## src/rtl/bist_sequencer.sv

```systemverilog
// bist_sequencer: BIST controller sequencing TPG/ORA around the CUT and checking the final signature.
// Optional mid-run signature checkpoint enabled by defining BIST_CHECKPOINT_EN.
module bist_sequencer #(
  parameter int SIG_W = 49,
  parameter int NUM_PATTERNS = 2000,
  parameter int FLUSH_CYCLES = 4,
  parameter logic [SIG_W-1:0] GOLDEN_SIG = '0
`ifdef BIST_CHECKPOINT_EN
  ,
  parameter int CHK_PATTERN = 1000,
  parameter logic [SIG_W-1:0] CHK_SIG = '0
`endif
) (
  input  logic clk,
  input  logic rst,
  input  logic bistmode,
  input  logic [SIG_W-1:0] ora_sig,
  output logic tpg_load,
  output logic tpg_en,
  output logic ora_clr,
  output logic ora_en,
  output logic cut_sel,
  output logic bistdone,
  output logic bistpass
);
  localparam int CW = $clog2(NUM_PATTERNS + 1);
  localparam int FW = FLUSH_CYCLES > 1 ? $clog2(FLUSH_CYCLES) : 1;
  typedef enum logic [2:0] {IDLE, SEED, RUN, FLUSH, CHECK, DONE} state_t;
  state_t state, state_d;
  logic [CW-1:0] count;
  logic [FW-1:0] fcnt;
  logic pass, fail;
  always_comb begin
    state_d = state;
    case (state)
      IDLE:    state_d = SEED;
      SEED:    state_d = RUN;
      RUN:     state_d = count != CW'(NUM_PATTERNS - 1) ? RUN : FLUSH_CYCLES == 0 ? CHECK : FLUSH;
      FLUSH:   state_d = fcnt == FW'(FLUSH_CYCLES - 1) ? CHECK : FLUSH;
      CHECK:   state_d = DONE;
      default: state_d = DONE;
    endcase
    if (!bistmode) state_d = IDLE;
  end
  always_ff @(posedge clk)
    if (rst) begin
      state <= IDLE;
      count <= '0;
      fcnt <= '0;
      pass <= 1'b0;
    end else begin
      state <= state_d;
      count <= state == RUN && state_d == RUN ? count + 1'b1 : '0;
      fcnt <= state == FLUSH && state_d == FLUSH ? fcnt + 1'b1 : '0;
      pass <= bistmode && (state == CHECK ? ora_sig == GOLDEN_SIG && !fail : state == DONE && pass);
    end
`ifdef BIST_CHECKPOINT_EN
  logic fail_q;
  always_ff @(posedge clk)
    if (rst || state == SEED) fail_q <= 1'b0;
    else if (state == RUN && count == CW'(CHK_PATTERN) && ora_sig != CHK_SIG) fail_q <= 1'b1;
  assign fail = fail_q;
`else
  assign fail = 1'b0;
`endif
  assign tpg_load = state == SEED;
  assign ora_clr = state == SEED;
  assign tpg_en = state == RUN;
  assign ora_en = state == RUN || state == FLUSH;
  assign cut_sel = state inside {SEED, RUN, FLUSH, CHECK};
  assign bistdone = state == DONE;
  assign bistpass = pass;
endmodule

```

## config.mk

```make
export PLATFORM = sky130hd
export DESIGN_NAME = bist_sequencer
export DESIGN_NICKNAME = d
export VERILOG_FILES = /design/src/rtl/bist_sequencer.sv
export SDC_FILE = /design/constraint.sdc
export NUM_CORES = 1
export LEC_CHECK = 0
export CORE_MARGIN = 2
export CORE_UTILIZATION = 34
export DETAILED_ROUTE_END_ITERATION = 6
export GPL_TIMING_DRIVEN = 0
export PLACE_DENSITY = 0.85
export SLEW_MARGIN = 20
export SYNTH_ARGS = -nofsm -noshare
export SYNTH_HDL_FRONTEND = slang
export SYNTH_SLANG_ARGS = --single-unit
```

## constraint.sdc

```tcl
create_clock -name clk -period 2.05 [get_ports clk]
set_input_delay 0.205 -clock clk [delete_from_list [all_inputs] [get_ports clk]]
set_output_delay 0.205 -clock clk [all_outputs]
set_load 0.1 [all_outputs]
```

* Word-level counts from Yosys, hierarchy flattened *
Cells that the tools add are included.
Widths: inputs -> output; s select.

word-level totals
  input bits = 52
  output and inout bits = 7
  logic and storage cells = 32
  bits in registers = 17

cells by class
  add/sub/neg operators = 2
  multiplexer cells = 5
  bitwise logic cells = 2
  reductions and logical operators = 10
  eq/ne operators = 9

operators by type and width
  kind                   number
  $logic_not 49->1       1
  $eq 3x2->1 const B     4
  $pmux 3 s4             1
  $add 11x1->11 const B  1
  $ne 11x11->1 const B   1
  $eq 3x3->1 const B     2
  $mux 3                 2
  $logic_and 1x1->1      4
  $reduce_bool 4->1      1
  $reduce_or 2->1        2
  $eq 3x1->1 const B     1
  $logic_not 3->1        1
  $add 2x1->2 const B    1
  $eq 2x2->1 const B     1
  $mux 1                 2
  $not 1->1              2
  $logic_or 1x1->1       1

* Logic depth before layout (Yosys ltp) *
  depth in word-level cells = 8
  depth in mapped cells = 5
  mapped depth without buffers = 5

* Worst setup path before layout *
OpenSTA, ideal clock, no wires.

  kind = reg2out
  start = register state[0]
  end = output port tpg_load
  arrival time = 3,431 ps
  required time = 1,845 ps
  setup slack = -1,586 ps
  stages on the path, launching flop included = 4
  buffers on the path = 2
  cells stage by stage = dfxtp_1 > clkbuf_1 > nor3b_1 > buf_4

on the way
  longest elaborated chain between the ends = 1

ends and longest elaborated chain
  item                    line  RTL
  start, declared         29    state_t state, state_d;
  start signal, assigned  52    state <= state_d;
  $eq 3x1->1              n/a
  end, declared           18    output logic tpg_load,

No other way between the ends.

* Worst setup path in the final report *
  start = register state[0]
  end = output port ora_clr

on the way
  longest elaborated chain between the ends = 1

ends and longest elaborated chain
  item           line  RTL
  $eq 3x1->1     67    assign ora_clr = state == SEED;
  end, declared  20    output logic ora_clr,

No other way between the ends.

==> key figures <==
Clocking
  • CTS root buf: clkbuf_4
  • CTS clock-pin slew for the worst setup and hold paths: around 0.10 ns
  • Num CTS Buffers: 3
  • CTS tree: built
  • Worst-skew pair later-pin latency: 0.28 ns
  • Max Buffers Root-to-Sink: 2
  • Sink Count: 17
  • Htree depth: 1

STA
  • Peak Freq: slightly above 0.5 GHz
  • RSZ-0062 raised after global routing: false
  • Final Max Tran Viols: 0
  • Final period utilization: 0.9596
  • Final Setup Violations: 0
  • Setup Skew: 0.007270 ns
  • Setup TNS: 0 ns
  • Slew @ Worst Pin: 0.9738 ns
  • Hold Vio Cnt, Final: 0
  • Slew Limit Headroom: 0.3488
  • Tmin final: 1.967 ns
  • Setup WS post-layout: 0.08289 ns

Synthesis
  • Seq cells post-synth: 17
  • Synth Flop Type: dfxtp_1
  • FFs w/ async S/R, synth: 0
  • Synth warnings: 0
  • Post-synthesis mux area share: 0
  • Main combinational cell family by area after synthesis: simple AND/OR/NAND/NOR gates
  • Post-Syn Area: about 840 um2
  • Xor and xnor area share after synthesis: 0.1037
  • Adder-cell area share of the yosys netlist: 0.02963
  • Post-synth EDFFs: 0
  • Syn Nets: 153
  • Yosys cell types: 25
  • Syn avg cell area: about 8.5 um2
  • Post-synthesis compound-gate area fraction: 0.04148
  • Gate Count Post-Synth: 99
  • Area share of and/or/nand/nor cells after synthesis: 0.3911
  • Post-synthesis sequential area ratio: 0.4030

GRT
  • Initial antenna violation count: 0
  • GRT Residual Overflow: 0
  • Largest net degree at the start of global routing: 11
  • Vias in the first global route: 865
  • GRT Total Usage: 0.1677
  • First-pass GRT wire length: 3.491 mm

Setup path
  • Capture point of the worst reg-to-reg path: count[2]$_SDFF_PP0_
  • R2R Setup Slk: 0.49 ns
  • Crit path buffers/inverters: 2
  • Worst path max stage delay: 0.57 ns
  • Cell family with most CP delay: buffers and inverters
  • CP endpoint kind: output port
  • Crit-path max FO: 10
  • R2r startpoint: count[0]$_SDFF_PP0_
  • Critical Path AT: approximately 1.8 ns
  • Worst-path cell chain: clkbuf_1, nor3b_2, clkdlybuf4s18_2
  • Reg2Reg Depth: 5
  • Worst Path Required: about 1.9 ns
  • CP Class: register to output port
  • Critical Path Source Type: register
  • Crit-path slowest cell: clkdlybuf4s18_2

Power
  • Maximum vdd drop: 0.0003494 V
  • Leak Pwr: 0.4969 nW
  • P per Cell Area: 452.1 mW/mm2

Floorplan
  • Die Height: approximately 54 um
  • Initial Utilization: 0.3505
  • IO Pins: 59
  • Row cnt: 18
  • CORE AREA: 0.002410 mm2
  • Die area: 0.002899 mm2
  • DIE WIDTH: 53.84 um

Place
  • Number of I/O port buffers: 58
  • Post-DP HPWL: between 2 and 2.5 mm
  • GPL Wtd Cong: 0.7026
  • Pre-CTS setup slack: -0.2566 ns

Hold path
  • HP Start: fcnt[0]$_SDFF_PP0_
  • Hold depth: 1
  • Worst min-delay path category: register to register
  • Worst hold path endpoint: fcnt[0]$_SDFF_PP0_

Layout
  • Area of the multi-input gates: 495.5 um2
  • Commonest non-fill, non-tap cell in the layout: clkdlybuf4s50_1
  • Final core occ: 0.6210
  • Synth-to-Final Area Change: 77.19%
  • Final net count: 216
  • Layout cells sized above 1: 0.1056
  • Filler Cells Inserted: 198
  • Register area: 340.3 um2
  • Most frequent cells in the layout: 52 x clkdlybuf4s50_1, 17 x dfxtp_1, 16 x nor2_1, 12 x nor4_1, 7 x xnor2_1
  • Ant. Diodes: 0

Job
  • Max cap viols: 0

Status
  • Status: finished, final reports clean

Drt
  • DR vias/cell: ~4.8
  • Routed Antenna Nets: 0
  • Router iterations before antenna repair: 4
  • DRT iter0 DRCs: 3
  • WL final: 2.565 mm
  • Vias: 921
  • WL/cell: around 13 um
  • Drt drc: 0
## synth_stat cells (3+ instances only)
cell	instances	area, um2
nand4_1	4	25.02
dfxtp_1	17	340.3
nand2b_1	4	25.02
nand2_1	5	18.77
nand3_1	4	20.02
nor4b_1	3	26.28
inv_1	4	15.01
xnor2_1	8	70.07
nor3_1	4	20.02
nor4_1	12	75.07
nor2_1	16	60.06
## what timing repair did
action	4_1_cts	5_1_grt
cloned	0	0
setup buffers	0	0
setup endpoints to repair	6	3
hold buffers	0	0
resized for setup	16	5
## power by group
part	internal [W]	total (W)	switching [W]
logic	0.000102	0.000172	0.0000696
registers	0.000332	0.000335	0.00000238
clock network	0.0000754	0.000171	0.0000952
## registers in the layout, summed over array words and instances, names as in the netlist
name / count
fcnt: 2
count: 11
state: 3
bistpass: 1
## metal layers
layer,up-vias,share of wire,wire length [um],track usage
li1,479,-,-,-
met1,399,0.39,989,0.1528
met2,41,0.49,1258,0.3537
met3,2,0.12,310,0.04444
met4,0,0.0023,6,0.03846
met5,-,0,0,0
## worst max path at each step
stage                              from  cells after the start       end
global route        state[0]$_SDFF_PP0_                      3   ora_clr
CTS                 state[1]$_SDFF_PP0_                      3    ora_en
detailed placement  state[0]$_SDFF_PP0_                      4  tpg_load
global placement    state[0]$_SDFF_PP0_                      4  tpg_load
floorplan           state[0]$_SDFF_PP0_                      3  tpg_load
finish              state[0]$_SDFF_PP0_                      3   ora_clr
## final cells by class
class,instances,share of cell area
timing repair buffer,58,0.3813
multi-input combinational,76,0.3311
sequential,17,0.2274
tap,30,0.02508
clock buffer,4,0.01756
inverter,4,0.01003
buffer,2,0.007525
## per-stage QoR
step	hold slack, ns	power, W	std cells	area, um2
2_1_floorplan	0.4063	0.0004049	99	862.1
3_3_place_gp	0.4143	0.0005145	187	1480
3_5_place_dp	0.4269	0.0005172	187	1480
4_1_cts	0.4411	0.0006879	191	1508
5_1_grt	0.4648	0.0007047	191	1496
6_report	0.4392	0.0006766	191	1496
## logic make-up (layout without fill, tap and decap cells)
| group | Yosys count | after routing |
|---|---|---|
| buffers and inverters | 6 | 68 |
| and+or+nand+nor | 59 | 59 |
| adders and majority gates | 2 | 2 |
| AOI/OAI and AO/OA | 5 | 5 |
| xor gates and xnor gates | 10 | 10 |
| DFF | 17 | 17 |
No activity file was read; power rests on OpenSTA's default activity.
